<file path="config.mk">
export PLATFORM = sky130hd
export DESIGN_NAME = byte_receiver
export DESIGN_NICKNAME = d
export VERILOG_FILES = /design/src/rtl/byte_receiver.sv
export SDC_FILE = /design/constraint.sdc
export NUM_CORES = 1
export LEC_CHECK = 0
export CORE_UTILIZATION = 45
export CTS_CLUSTER_SIZE = 40
export DETAILED_ROUTE_END_ITERATION = 10
export PLACE_DENSITY = 0.71
export SLEW_MARGIN = 20
export SYNTH_ARGS = -nofsm -noshare
export SYNTH_HDL_FRONTEND = slang
export SYNTH_SLANG_ARGS = --single-unit
</file>
<file path="constraint.sdc">
create_clock -name clk -period 3.7 [get_ports clk]
set_input_delay 0.555 -clock clk [delete_from_list [all_inputs] [get_ports clk]]
set_output_delay 0.555 -clock clk [all_outputs]
set_load 0.005 [all_outputs]
</file>
<file path="src/rtl/byte_receiver.sv">
// byte_receiver: serial-to-parallel receiver with a double-buffered valid/ready output.
// Ports:
//   clk       rising-edge clock
//   reset     asynchronous active-low reset
//   enable    sample `in` on this edge
//   in        serial data bit
//   clear     synchronous abort of the partial word; also clears overrun
//   ready     consumer accepts data_out when valid && ready
//   data_out  last completed word
//   valid     data_out holds an unconsumed word
//   overrun   sticky flag: a completed word was dropped
//   bit_count bits currently held in the shift register (0..WIDTH-1)
module byte_receiver #(
    parameter int unsigned WIDTH     = 32,
    parameter bit          MSB_FIRST = 1'b1,
    localparam int unsigned CW       = $clog2(WIDTH + 1)
) (
    input  logic             clk,
    input  logic             reset,
    input  logic             enable,
    input  logic             in,
    input  logic             clear,
    input  logic             ready,
    output logic [WIDTH-1:0] data_out,
    output logic             valid,
    output logic             overrun,
    output logic [CW-1:0]    bit_count
);

    typedef enum logic {
        EMPTY = 1'b0,
        FULL  = 1'b1
    } state_t;

    state_t           state;
    state_t           state_next;
    logic [WIDTH-1:0] sr;
    logic [WIDTH-1:0] word_c;
    logic             complete_c;
    logic             load_c;
    logic             drop_c;

    // Shift-register image after this edge's sample; also the completed word.
    always_comb begin
        word_c = sr;
        if (MSB_FIRST) begin
            word_c = {sr[WIDTH-2:0], in};
        end else begin
            word_c = {in, sr[WIDTH-1:1]};
        end
    end

    // clear overrides enable, so a concurrent last bit never completes a word.
    assign complete_c = enable && !clear && (bit_count == CW'(WIDTH - 1));

    // Shift register and bit counter.
    always_ff @(posedge clk or negedge reset) begin
        if (!reset) begin
            sr        <= '0;
            bit_count <= '0;
        end else if (clear) begin
            sr        <= '0;
            bit_count <= '0;
        end else if (enable) begin
            sr        <= word_c;
            bit_count <= complete_c ? '0 : bit_count + CW'(1);
        end
    end

    // Output buffer state register.
    always_ff @(posedge clk or negedge reset) begin
        if (!reset) begin
            state <= EMPTY;
        end else begin
            state <= state_next;
        end
    end

    // Next-state logic: a completion keeps or makes the buffer full.
    always_comb begin
        state_next = state;
        case (state)
            EMPTY: begin
                if (complete_c) begin
                    state_next = FULL;
                end
            end
            FULL: begin
                if (!complete_c && ready) begin
                    state_next = EMPTY;
                end
            end
            default: state_next = EMPTY;
        endcase
    end

    // Output decode: load the new word when the buffer is free or being drained.
    always_comb begin
        load_c = 1'b0;
        drop_c = 1'b0;
        case (state)
            EMPTY: load_c = complete_c;
            FULL: begin
                load_c = complete_c && ready;
                drop_c = complete_c && !ready;
            end
            default: begin
                load_c = 1'b0;
                drop_c = 1'b0;
            end
        endcase
    end

    // Held word and sticky overrun flag.
    always_ff @(posedge clk or negedge reset) begin
        if (!reset) begin
            data_out <= '0;
            overrun  <= 1'b0;
        end else begin
            if (load_c) begin
                data_out <= word_c;
            end
            if (clear) begin
                overrun <= 1'b0;
            end else if (drop_c) begin
                overrun <= 1'b1;
            end
        end
    end

    assign valid = (state == FULL);

endmodule

</file>
# Word-level counts from Yosys, hierarchy flattened
# Index checks and enable logic that the tools add are counted.
# Widths: inputs -> output; s select.
# classes
addsub	1
n_eq_ne	1
n_mux	12
n_bitwise	1
n_reduce_logical	10
# op_table
operator	count
$mux 31	2
$mux 6	3
$add 6x1->6 const B	1
$eq 6x5->1 const B	1
$logic_and 1x1->1	5
$mux 1	5
$pmux 1 s2	2
$reduce_bool 2->1	2
$logic_not 1->1	3
$not 1->1	1
# word_totals
ff_bits	71
inputBits	6
out_inout_bits	40
elab_cells	30

# Logic depth before layout (Yosys ltp)
# depth
ltp_word	7
depth_mapped	5
depth_no_buf	4

# Worst setup path after synthesis
# Ideal clock, no wire load.
# synth_timing
path_type	register to register
from	register bit_count[0]
to	register data_out[10]
setup_ns	0.125
arrival_ns	1.657
required_ns	3.575
setup_slack_ns	1.918
stages_incl_launch_ff	6
n_path_buf	1
synth_period_minus_slack_ns	1.782
cell_sequence	dfrtp_1 -> ha_1 -> nand3b_1 -> nor4b_4 -> buf_6 -> mux2_2
# synth_via
elab_chain_cells	4
# synth_lines
element	line	text
start, declared	27	output logic [CW-1:0] bit_count
start signal, assigned	66	bit_count <= complete_c ? '0 : bit_count + CW'(1);
$eq 6x5->1 (*)	54	assign complete_c = enable && !clear && (bit_count == CW'(WIDTH - 1));
$logic_and 1x1->1 (*)	54	
$logic_and 1x1->1	104	load_c = complete_c && ready;
$pmux 1 s2 (*)	101	case (state)
end signal, assigned	121	data_out <= word_c;
end, declared	24	output logic [WIDTH-1:0] data_out,
# Every way passes the cells marked *; elsewhere a longest branch is shown, timed or not.
# A chain may end at the register's enable or synchronous reset.

# Worst setup path after layout
# layout_timing
from	register bit_count[0]
to	register data_out[9]
# The elaborated chain is that of the path after synthesis.

==> results.md <==
Status:
- The flow ran to the end, and the final reports show no timing, DRC or antenna violations.

Clocking:
- After clock tree synthesis, the clock-pin slew on the worst setup and hold paths is roughly 0.080 ns.
- The clock drives 71 sinks.
- The post-cts sizing count is 0.
- No sink is reached through more buffers than the 2 on the longest clock path.
- The clock latency reported for the late side of the worst-skew pair is around 0.34 ns.
- The number of buffers inserted for hold repair after clock tree synthesis is 0.
- The number of buffers added by the clock tree synthesis step is 9.
- The H-tree level count is 3.
- The number of setup buffers added after CTS is 0.
- TritonCTS built the clock tree.
- The clock tree root buffer cell is clkbuf_8.

Synth:
- The cell type with the highest aggregate area in the netlist is dfrtp_1.
- The synthesized design contains 0 enable-type register cells.
- The dominant synthesized flop cell is dfrtp_1.
- After synthesis, the largest area contributor takes up 62.4% of total cell area.
- After synthesis the netlist holds a flip-flop and latch count of slightly above 70.
- The number of nets handed over by synthesis was ~210.
- The per-instance average area after synthesis is approximately 14 um^2.
- The post-synthesis instance area is approximately 0.0028 mm^2.
- The fraction of registers with async set or reset after synthesis is 100%.
- The post-synthesis cell count is around 210.
- Of the synthesized area, sequential elements account for 62.4%.
- The count of distinct cell types in the synthesized netlist is 28.
- The synthesis warning total is 0.
- Sorting the synthesized cells by area gives the leading types as dfrtp_1 (62%), mux2i_1 (11%), mux2_2 (11%).

Worst setup path:
- The data arrival time of the worst path is approximately 2.3 ns.
- The kind of start point of the critical path is a flop.
- The worst setup path is of the flop to flop kind.
- The highest net fanout along the worst path is 32.
- The worst setup path is captured at a flop.
- The worst setup path startpoint is bit_count[0].
- For the worst setup path, the data required time is approximately 4 ns.
- The launch point of the worst reg-to-reg path is bit_count[0].

Floorplan:
- The core outline area is between 0.006 and 0.007 mm^2.
- The die footprint is between 0.006 and 0.007 mm^2.
- For this configuration, the core starts out at a cell density of between 40% and 50%.
- The die width is roughly 82 um.
- 46 I/O pins were placed.
- Row generation in the floorplan step produced 28 rows.
- The floorplan die height is between 80 and 90 um.

Place:
- At the end of routability-driven placement, the weighted congestion stood at roughly 0.69.
- The count of buffers added on input and output ports is 45.
- The minimum setup slack after placement is 1.29 ns.
- Detailed placement ended at an HPWL of ~2.9 mm.
- The post-detailed-placement cell area is approximately 0.0033 mm^2.

Drt:
- The residual antenna-violating net count after detailed routing is 0.
- The detailed-route DRC error count is 0.
- The final routed wire length divided by cell count is approximately 14 um.
- After detailed routing, the number of vias per cell comes to 5.09.
- The final layout contains routed wiring with a total length of roughly 4.8 mm.
- The violation count after the first detailed-route iteration is 82.
- Across all layers, the routed design uses around 1700 vias.
- The pre-antenna-repair detailed-routing pass consisted of 4 iterations.

Final layout:
- The repair_antennas step left the layout with diodes totalling 0.
- The share of final-layout standard cells stronger than drive strength 1 is roughly 20%.
- Relative to the synthesized area, the layout overhead comes to 25.5%.
- The number of inserted filler cells in the final layout is 515.
- The net count of the finished layout is ~260.
- The final non-filler cell area is 0.00357 mm^2.

Power and ir drop:
- IR analysis of the VDD net gives a maximum drop of approximately 0.00025 V.
- For this design the ratio of total power to cell area is ~430 mW/mm^2.
- The analysis attributes to cell leakage a power of 1.74 nW.

Global routing:
- After global routing, the most crowded layer is met1.
- The via count of the first global-routing pass came to approximately 1600.
- The initial antenna violation count is 0.
- Entering global routing, the biggest net connects 40 pins.
- The global routing usage on met2 is 22.3%.
- The total congestion overflow is 0.
- In the global route stage, met1 resource usage came out at between 20% and 30%.
- Across every metal layer, demand over resource in global routing totals 16.4%.
- The first-pass GRT wire length is a little under 8 mm.
- The global-route met3 utilization is 6.11%.

Timing:
- The final setup violation count is 0.
- The setup TNS after final layout is 0 ns.
- The final clock period utilization by the worst path is between 50 and 60%.
- The number of hold violations in the final report is 0.
- The actual transition at the worst max-transition pin is 0.795 ns.
- The final critical path time including I/O delays and setup is roughly 2.1 ns.
- On the final layout, the worst clock skew is between 0.008 and 0.009 ns.
- Timing would allow up to between 400 and 500 MHz.
- The worst max-slew margin expressed relative to the limit is 47.0%.
- The worst path setup slack after routing is between 1.5 and 2 ns.
- The number of slew-limit violations in the final report is 0.
- Hold is met by between 0.2 and 0.3 ns.
- Setup repair after global routing left no endpoint under its margin.

Job:
- The max capacitance violation total is 0.

Hold path:
- The tightest min-delay check is of the input pin to asynchronous set/reset pin type.
[path summary, 6_finish.rpt]
path	end	slack, ns	depth (start not counted)
max	data_out[9]	1.61	5
min	data_out[27]	0.30	1
max reg2reg	data_out[9]	1.61	5
min reg2reg	data_out[28]	0.49	1
max in group asynchronous	data_out[12]	2.48	2
min in group clk	data_out[28]	0.49	1
[worst max-delay path, cell delays in order (launching register included)]
cell and delay, ns:
dfrtp_1 0.45, ha_1 0.29, nand3b_1 0.17, nor4b_4 0.24
buf_4 0.41, mux2_2 0.39
[sequential cells by signal (all words and copies together), names as in the netlist]
register,flops
bit_count,6
data_out,32
overrun,1
sr,31
valid,1
[synthesized netlist by cell type (2+ instances only)]
library cell  instances
mux2_2               28
o311ai_0              2
clkbuf_1              3
nand2_1               2
inv_1                 3
nand3_1               2
mux2_1                4
buf_6                 3
buf_2                 4
xor2_1                2
a21oi_1               2
dfrtp_1              71
nand2b_1              2
mux2i_1              32
nor2_1               34
[cell families (layout without fill, tap and decap cells)]
| kind of cell | Yosys count | after routing | share of synthesized area [%] |
|---|---|---|---|
| adder cells (fa/ha/maj) | 1 | 1 | 0.439 |
| buffers and inverters | 14 | 68 | 2.81 |
| multiplexers | 64 | 64 | 23.9 |
| AND/OR/NAND/NOR | 48 | 48 | 8.26 |
| XOR/XNOR | 2 | 2 | 0.615 |
| flip-flops | 71 | 71 | 62.4 |
| AO/OA/AOI/OAI | 7 | 7 | 1.58 |
[placed cells by master (no fill, tap or decap), types with 2 or more instances in the layout]
master and count:
xor2_1 2, buf_4 4, nand2b_1 2, nand2_1 2
o311ai_0 2, mux2i_1 32, dfrtp_1 71, nand3_1 2
inv_1 3, clkinvlp_4 2, nor2_1 34, clkbuf_8 11
a21oi_1 2, bufinv_16 2, buf_2 2, mux2_1 4
clkdlybuf4s50_1 43, mux2_2 28
[layer usage]
layer	wire length, um	vias up
met2	1970	45
met4	101	0
met3	277	9
met1	2410	842
met5	0	-
li1	-	814
[report_power, final]
part | switching, mW | internal [mW]
sequential | 0.00368 | 0.779
clock | 0.279 | 0.415
combinational | 0.0348 | 0.0188
[stage by stage]
step | cells | utilization (%) | total power, mW
2_1_floorplan | 207 | - | 0.823
3_3_place_gp | 320 | 55.5 | 0.853
3_5_place_dp | 320 | 55.5 | 0.853
4_1_cts | 336 | 59.3 | 1.56
5_1_grt | 336 | 59.3 | 1.60
6_report | 336 | 59.3 | 1.53
[final cells by class]
type | count | area, um^2 | area share (%)
sequential | 71 | 1780 | 49.7
multi-input combinational | 122 | 991 | 27.7
inverter | 3 | 11.3 | 0.315
timing repair buffer | 49 | 470 | 13.2
clock inverter | 5 | 80.1 | 2.24
tap | 75 | 93.8 | 2.63
clock buffer | 11 | 151 | 4.24
(Power assumes the default switching activity.)
